### src/rtl/ahbl_two_port_master_arb.sv
// Round-robin arbiter that turns commands from two requesters into single
// non-pipelined AHB-Lite SINGLE/NONSEQ transfers on one master port.
module ahbl_two_port_master_arb #(
    parameter int unsigned TIMEOUT_CYCLES = 256
) (
    input  logic        HCLK,
    input  logic        HRESETN,
    input  logic        REQ0,
    input  logic        REQ1,
    input  logic        WR0,
    input  logic        WR1,
    input  logic [31:0] ADDR0,
    input  logic [31:0] ADDR1,
    input  logic [2:0]  SIZE0,
    input  logic [2:0]  SIZE1,
    input  logic [31:0] WDATA0,
    input  logic [31:0] WDATA1,
    output logic        GNT0,
    output logic        GNT1,
    output logic        DONE0,
    output logic        DONE1,
    output logic [31:0] RDATA,
    output logic        ERR,
    output logic        TIMEOUT,
    output logic [31:0] HADDR,
    output logic [1:0]  HTRANS,
    output logic        HWRITE,
    output logic [2:0]  HSIZE,
    output logic [2:0]  HBURST,
    output logic [3:0]  HPROT,
    output logic        HMASTLOCK,
    output logic [31:0] HWDATA,
    input  logic [31:0] HRDATA,
    input  logic        HREADY,
    input  logic        HRESP
);

    typedef enum logic [1:0] {S_IDLE, S_ADDR, S_DATA} state_t;

    // Counter is wide enough to reach TIMEOUT_CYCLES before it saturates.
    localparam int unsigned      CNT_W  = $clog2(TIMEOUT_CYCLES + 2);
    localparam logic [CNT_W-1:0] TO_LIM = CNT_W'(TIMEOUT_CYCLES);

    state_t             state_q,   state_d;
    logic               last_q,    last_d;
    logic               owner_q,   owner_d;
    logic [31:0]        haddr_q,   haddr_d;
    logic               hwrite_q,  hwrite_d;
    logic [2:0]         hsize_q,   hsize_d;
    logic [31:0]        wdata_q,   wdata_d;
    logic               gnt0_q,    gnt0_d;
    logic               gnt1_q,    gnt1_d;
    logic               done0_q,   done0_d;
    logic               done1_q,   done1_d;
    logic [31:0]        rdata_q,   rdata_d;
    logic               err_q,     err_d;
    logic               timeout_q, timeout_d;
    logic [CNT_W-1:0]   wait_q,    wait_d;
    logic [CNT_W-1:0]   wait_inc;

    logic        win;
    logic        sel_wr;
    logic [31:0] sel_addr;
    logic [2:0]  sel_size;
    logic [31:0] sel_wdata;
    logic        sel_bad;

    // Winner is the sole requester, or the port that did not win last time.
    always_comb begin
        win       = (REQ0 & REQ1) ? ~last_q : REQ1;
        sel_wr    = win ? WR1    : WR0;
        sel_addr  = win ? ADDR1  : ADDR0;
        sel_size  = win ? SIZE1  : SIZE0;
        sel_wdata = win ? WDATA1 : WDATA0;
        sel_bad   = (sel_size > 3'd2)
                  | ((sel_size == 3'd1) & sel_addr[0])
                  | ((sel_size == 3'd2) & (|sel_addr[1:0]));
    end

    assign wait_inc = wait_q + 1'b1;

    always_comb begin
        // NOTE: every signal gets its default first so no path can infer a latch.
        state_d   = state_q;
        last_d    = last_q;
        owner_d   = owner_q;
        haddr_d   = haddr_q;
        hwrite_d  = hwrite_q;
        hsize_d   = hsize_q;
        wdata_d   = wdata_q;
        gnt0_d    = 1'b0;
        gnt1_d    = 1'b0;
        done0_d   = 1'b0;
        done1_d   = 1'b0;
        rdata_d   = rdata_q;
        err_d     = err_q;
        timeout_d = timeout_q;
        wait_d    = wait_q;

        case (state_q)
            S_IDLE: begin
                if (REQ0 | REQ1) begin
                    last_d = win;
                    gnt0_d = ~win;
                    gnt1_d = win;
                    if (sel_bad) begin
                        // Rejected command completes at once without touching the bus.
                        done0_d = ~win;
                        done1_d = win;
                        err_d   = 1'b1;
                    end else begin
                        owner_d  = win;
                        haddr_d  = sel_addr;
                        hwrite_d = sel_wr;
                        hsize_d  = sel_size;
                        wdata_d  = sel_wdata;
                        state_d  = S_ADDR;
                    end
                end
            end
            S_ADDR: begin
                if (HREADY) begin
                    wait_d  = '0;
                    state_d = S_DATA;
                end
            end
            S_DATA: begin
                if (HREADY) begin
                    done0_d = ~owner_q;
                    done1_d = owner_q;
                    if (!hwrite_q) begin
                        rdata_d = HRDATA;
                    end
                    err_d   = HRESP;
                    state_d = S_IDLE;
                end else begin
                    if (wait_q != '1) begin
                        wait_d = wait_inc;
                    end
                    if ((TIMEOUT_CYCLES != 0) && (wait_inc == TO_LIM)) begin
                        timeout_d = 1'b1;
                    end
                end
            end
            default: state_d = S_IDLE;
        endcase
    end

    // NOTE: sequential state uses non-blocking assignments so all registers update together.
    always_ff @(posedge HCLK or negedge HRESETN) begin
        if (!HRESETN) begin
            state_q   <= S_IDLE;
            last_q    <= 1'b1;
            owner_q   <= 1'b0;
            haddr_q   <= '0;
            hwrite_q  <= 1'b0;
            hsize_q   <= '0;
            wdata_q   <= '0;
            gnt0_q    <= 1'b0;
            gnt1_q    <= 1'b0;
            done0_q   <= 1'b0;
            done1_q   <= 1'b0;
            rdata_q   <= '0;
            err_q     <= 1'b0;
            timeout_q <= 1'b0;
            wait_q    <= '0;
        end else begin
            state_q   <= state_d;
            last_q    <= last_d;
            owner_q   <= owner_d;
            haddr_q   <= haddr_d;
            hwrite_q  <= hwrite_d;
            hsize_q   <= hsize_d;
            wdata_q   <= wdata_d;
            gnt0_q    <= gnt0_d;
            gnt1_q    <= gnt1_d;
            done0_q   <= done0_d;
            done1_q   <= done1_d;
            rdata_q   <= rdata_d;
            err_q     <= err_d;
            timeout_q <= timeout_d;
            wait_q    <= wait_d;
        end
    end

    assign GNT0      = gnt0_q;
    assign GNT1      = gnt1_q;
    assign DONE0     = done0_q;
    assign DONE1     = done1_q;
    assign RDATA     = rdata_q;
    assign ERR       = err_q;
    assign TIMEOUT   = timeout_q;
    assign HADDR     = haddr_q;
    assign HWRITE    = hwrite_q;
    assign HSIZE     = hsize_q;
    assign HTRANS    = (state_q == S_ADDR) ? 2'b10 : 2'b00;
    assign HWDATA    = ((state_q == S_DATA) && hwrite_q) ? wdata_q : 32'h0;
    assign HBURST    = 3'b000;
    assign HPROT     = 4'b0011;
    assign HMASTLOCK = 1'b0;

endmodule
### config.mk
export PLATFORM = sky130hd
export DESIGN_NAME = ahbl_two_port_master_arb
export DESIGN_NICKNAME = d
export VERILOG_FILES = /design/src/rtl/ahbl_two_port_master_arb.sv
export SDC_FILE = /design/constraint.sdc
export NUM_CORES = 1
export LEC_CHECK = 0
export ABC_AREA = 1
export BUFFER_PORTS_ARGS = -buffer_cell sky130_fd_sc_hd__buf_2
export CAP_MARGIN = 20
export CORE_MARGIN = 2
export CORE_UTILIZATION = 47
export DETAILED_ROUTE_END_ITERATION = 6
export PLACE_DENSITY_LB_ADDON = 0.15
export SKIP_CTS_REPAIR_TIMING = 1
export SYNTH_ARGS = -nofsm -noshare
export SYNTH_HDL_FRONTEND = slang
export SYNTH_SLANG_ARGS = --single-unit
### constraint.sdc
create_clock -name HCLK -period 2.5 [get_ports HCLK]
set_clock_uncertainty 0.1 [all_clocks]
set_input_delay 0.5 -clock HCLK [delete_from_list [all_inputs] [get_ports HCLK]]
set_output_delay 0.5 -clock HCLK [all_outputs]
set_load 0.03 [all_outputs]
==> flow_metrics.env <==
export IMPL_root_buffer="clkbuf_16"
export IMPL_whs_path_depth=2
export IMPL_crit_type="reg2out"
export IMPL_r2r_start="wait_q[0]"
export IMPL_worstSetupEndpointType="output port"
export IMPL_antenna_found_initial=0
export IMPL_irDropWorstVdd_mv=0.537
export IMPL_p_seq_share_pct=33.0
export IMPL_viasPerCell=4.84
export IMPL_crit_chain="inv_1 -> nand2_1 -> clkinv_1 -> nand2_1 -> buf_12 -> nor2_1 -> buf_2"
export IMPL_die_y_um=118
export IMPL_rsz0062_at_grt="no"
export IMPL_dp_hpwl_um=12600
export IMPL_finalSetupViolations=0
export IMPL_groute_usage_overall_pct=25.9
export IMPL_syn_area_per_cell_um2=7.76
export IMPL_antennaDiodeCount=0
export IMPL_post_synth_top_count_cell="nand2_1"
export IMPL_start_kind="flop"
export IMPL_clock_sinks=119
export IMPL_ys_types=32
export IMPL_synth_area_leaders="dfrtp_1 48%, nand2_1 22%, nand4_1 7.1%, mux2_2 6.1%, inv_1 3.4%"
export IMPL_grt_max_degree=57
export IMPL_crit_path_frequent_cell="nand2_1"
export IMPL_fin_crit_sh_pct=96.3
export IMPL_firstDrtPassIters=4
export IMPL_place_inst=1213
export IMPL_cp_startpoint="state_q[0]"
export IMPL_rrSetupSlack_ns=0.22
export IMPL_cts_buffers=17
export IMPL_swShare_pct=42.0
export IMPL_synth_edf_count=0
export IMPL_async_flop_share_pct=100
export IMPL_finalWorstSetupSlack_ns=0.0916
export IMPL_die_w_um=118
export IMPL_p_sw_mw=4.07
export IMPL_drc_errors=0
export IMPL_coreArea_um2=12700
export IMPL_status="completed"
export IMPL_clk_latency_ns=0.41
export IMPL_synth_top_cell_by_area="dfrtp_1"
export IMPL_post_route_min_period_ns=2.41
export IMPL_synthFlopType="dfrtp_1"
export IMPL_grt_ovfl_total=0
export IMPL_nets=1238
export IMPL_synthCells=792
export IMPL_start_util_pct=48.5
export IMPL_place_congestion=0.862
export IMPL_fin_area_um2=8320
export IMPL_row_count=41
export IMPL_pre_cts_ws_ns=0.246
export IMPL_cts_clk_slew_worst_paths_ns=0.06
export IMPL_max_stage_delay_ns=0.41
export IMPL_ys_top_cells_by_count="356 x nand2_1, 118 x dfrtp_1, 70 x nand4_1, 56 x inv_1, 46 x nor2_1"
export IMPL_cts_tree="built"
export IMPL_antenna_left=0
export IMPL_synth_warnings=0
export IMPL_drive_above_1_share_pct=35.1
export IMPL_grt_pass1_wl_um=28900
export IMPL_wl_um=17700
export IMPL_finalHoldViolations=0
export IMPL_final_core_util_pct=65.6
export IMPL_synth_seq_cells=119
export IMPL_io_buffer_count=280
export IMPL_ff2ff_path_depth=9
export IMPL_cp_arrival_ns=1.81
export IMPL_setup_tns_ns=0
export IMPL_maxSlewViolCount=0
export IMPL_grt_pass1_vias=5838
export IMPL_yosysSeqAreaShare_pct=48.5
export IMPL_htreeDepth=4
export IMPL_synth_area_um2=6140
export IMPL_clockBufferDepth=2
export IMPL_num_io_pins=290
export IMPL_power_leakage_nw=4.91
export IMPL_crit_fanout=32
export IMPL_place_area_um2=7700
export IMPL_hold_path_end="RDATA[30]"
export IMPL_max_clock_freq_mhz=415
export IMPL_pwr_share_comb_pct=41.1
export IMPL_rr_endpoint="wait_q[8]"
export IMPL_synth_top_area_share_pct=48.1
export IMPL_path_buf_inv=4
export IMPL_die_area_um2=14000
export IMPL_final_cells=1246
export IMPL_vias=6032
export IMPL_crit_family="buffers and inverters"
export IMPL_max_cap_viol_count=0
export IMPL_intPower_mw=5.62
export IMPL_drt_wirelength_per_cell_um=14.2
export IMPL_pwr_share_clk_pct=25.9
export IMPL_p_per_area_nw_per_um2=1160
export IMPL_hp_start="HRDATA[30]"
export IMPL_min_path_type="in2reg"
export IMPL_required_ns=1.90
export IMPL_worst_path_max_delay_cell="dfrtp_1"
export IMPL_area_growth_pct=35.4
export IMPL_drtIter0Drc=276
power groups by stage:
stage / clock [mW] / sequential [mW] / combinational, mW
global placement: 0 / 3.20 / 3.95
detailed placement: 0 / 3.21 / 4.00
CTS: 2.54 / 3.20 / 4.01
finish: 2.50 / 3.20 / 3.98
global route: 2.64 / 3.31 / 4.36
floorplan: 0 / 4.25 / 1.68
per-layer routing:
| metal | share of wire, % | routed length [um] | up-vias | GRT usage (%) |
|---|---|---|---|---|
| met5 | 0 | 0 | - | 0 |
| met4 | 1.7 | 296 | 0 | 8.51 |
| met3 | 6.1 | 1070 | 20 | 5.89 |
| met2 | 50 | 8820 | 223 | 44.8 |
| met1 | 42 | 7490 | 2763 | 31.8 |
| li1 | - | - | 3026 | - |
placed cells by master (no fill, tap or decap), types with 2 or more instances in the layout:
cell / instances
bufinv_16: 3
nand3_1: 14
ha_1: 3
nor3_1: 2
buf_4: 16
xor2_1: 5
nor2_1: 45
nand4_1: 70
conb_1: 9
o21ai_1: 2
clkinvlp_4: 4
nand2_1: 356
buf_2: 279
buf_12: 4
mux2_2: 33
inv_2: 5
o21ai_0: 6
clkbuf_16: 17
dfrtp_1: 118
clkinv_2: 2
clkbuf_1: 2
inv_1: 56
nor2_4: 2
o22ai_1: 2
clkbuf_8: 2
nand2_2: 4
worst register-to-register path, cell delays in order, from the launching register on:
cell and delay (ns):
dfrtp_1 0.42, ha_1 0.23, nand2_1 0.11, nor3_1 0.08, nand2_1 0.06, nor2_1 0.04, ha_1 0.16, nand3b_2 0.31
nand2_1 0.28, mux2_2 0.37
worst max path at each step:
stage / endpoint / slack [ns] / depth (start not counted)
floorplan: wait_q[8] / 0.44 / 9
detailed placement: wait_q[8] / 0.25 / 9
finish: HWDATA[29] / 0.09 / 7
CTS: HWDATA[29] / 0.07 / 7
global route: HWDATA[29] / 0.01 / 7
global placement: wait_q[8] / 0.32 / 9
cell families after synthesis:
group / share of synthesized area (%)
xor+xnor: 0.713
fa+ha+maj: 0.611
mux: 6.21
flops: 48.5
buf+inv: 8.49
simple gates: 34.3
other cells: 0.122
compound gates: 1.06
registers in the layout (all words and copies together), names as in the netlist, 2 cells and up:
name / flops
HADDR: 32
wait_q: 9
HSIZE: 3
wdata_q: 32
state_q: 2
RDATA: 32
stage by stage:
step | hold slack [ns] | total power [mW]
after floorplan | 0.104 | 5.93
after global placement | 0.344 | 7.16
after detailed placement | 0.346 | 7.21
after CTS | -0.0894 | 9.75
after global routing | 0.204 | 10.3
final | 0.220 | 9.68
final cells by class:
type	instances	area [um^2]
clock buffer	21	460
clock inverter	11	148
fill	1151	4350
inverter	62	233
multi-input combinational	561	2680
sequential	119	2980
tap	172	215
timing repair buffer	300	1610
No activity file was read; power rests on OpenSTA's default activity.
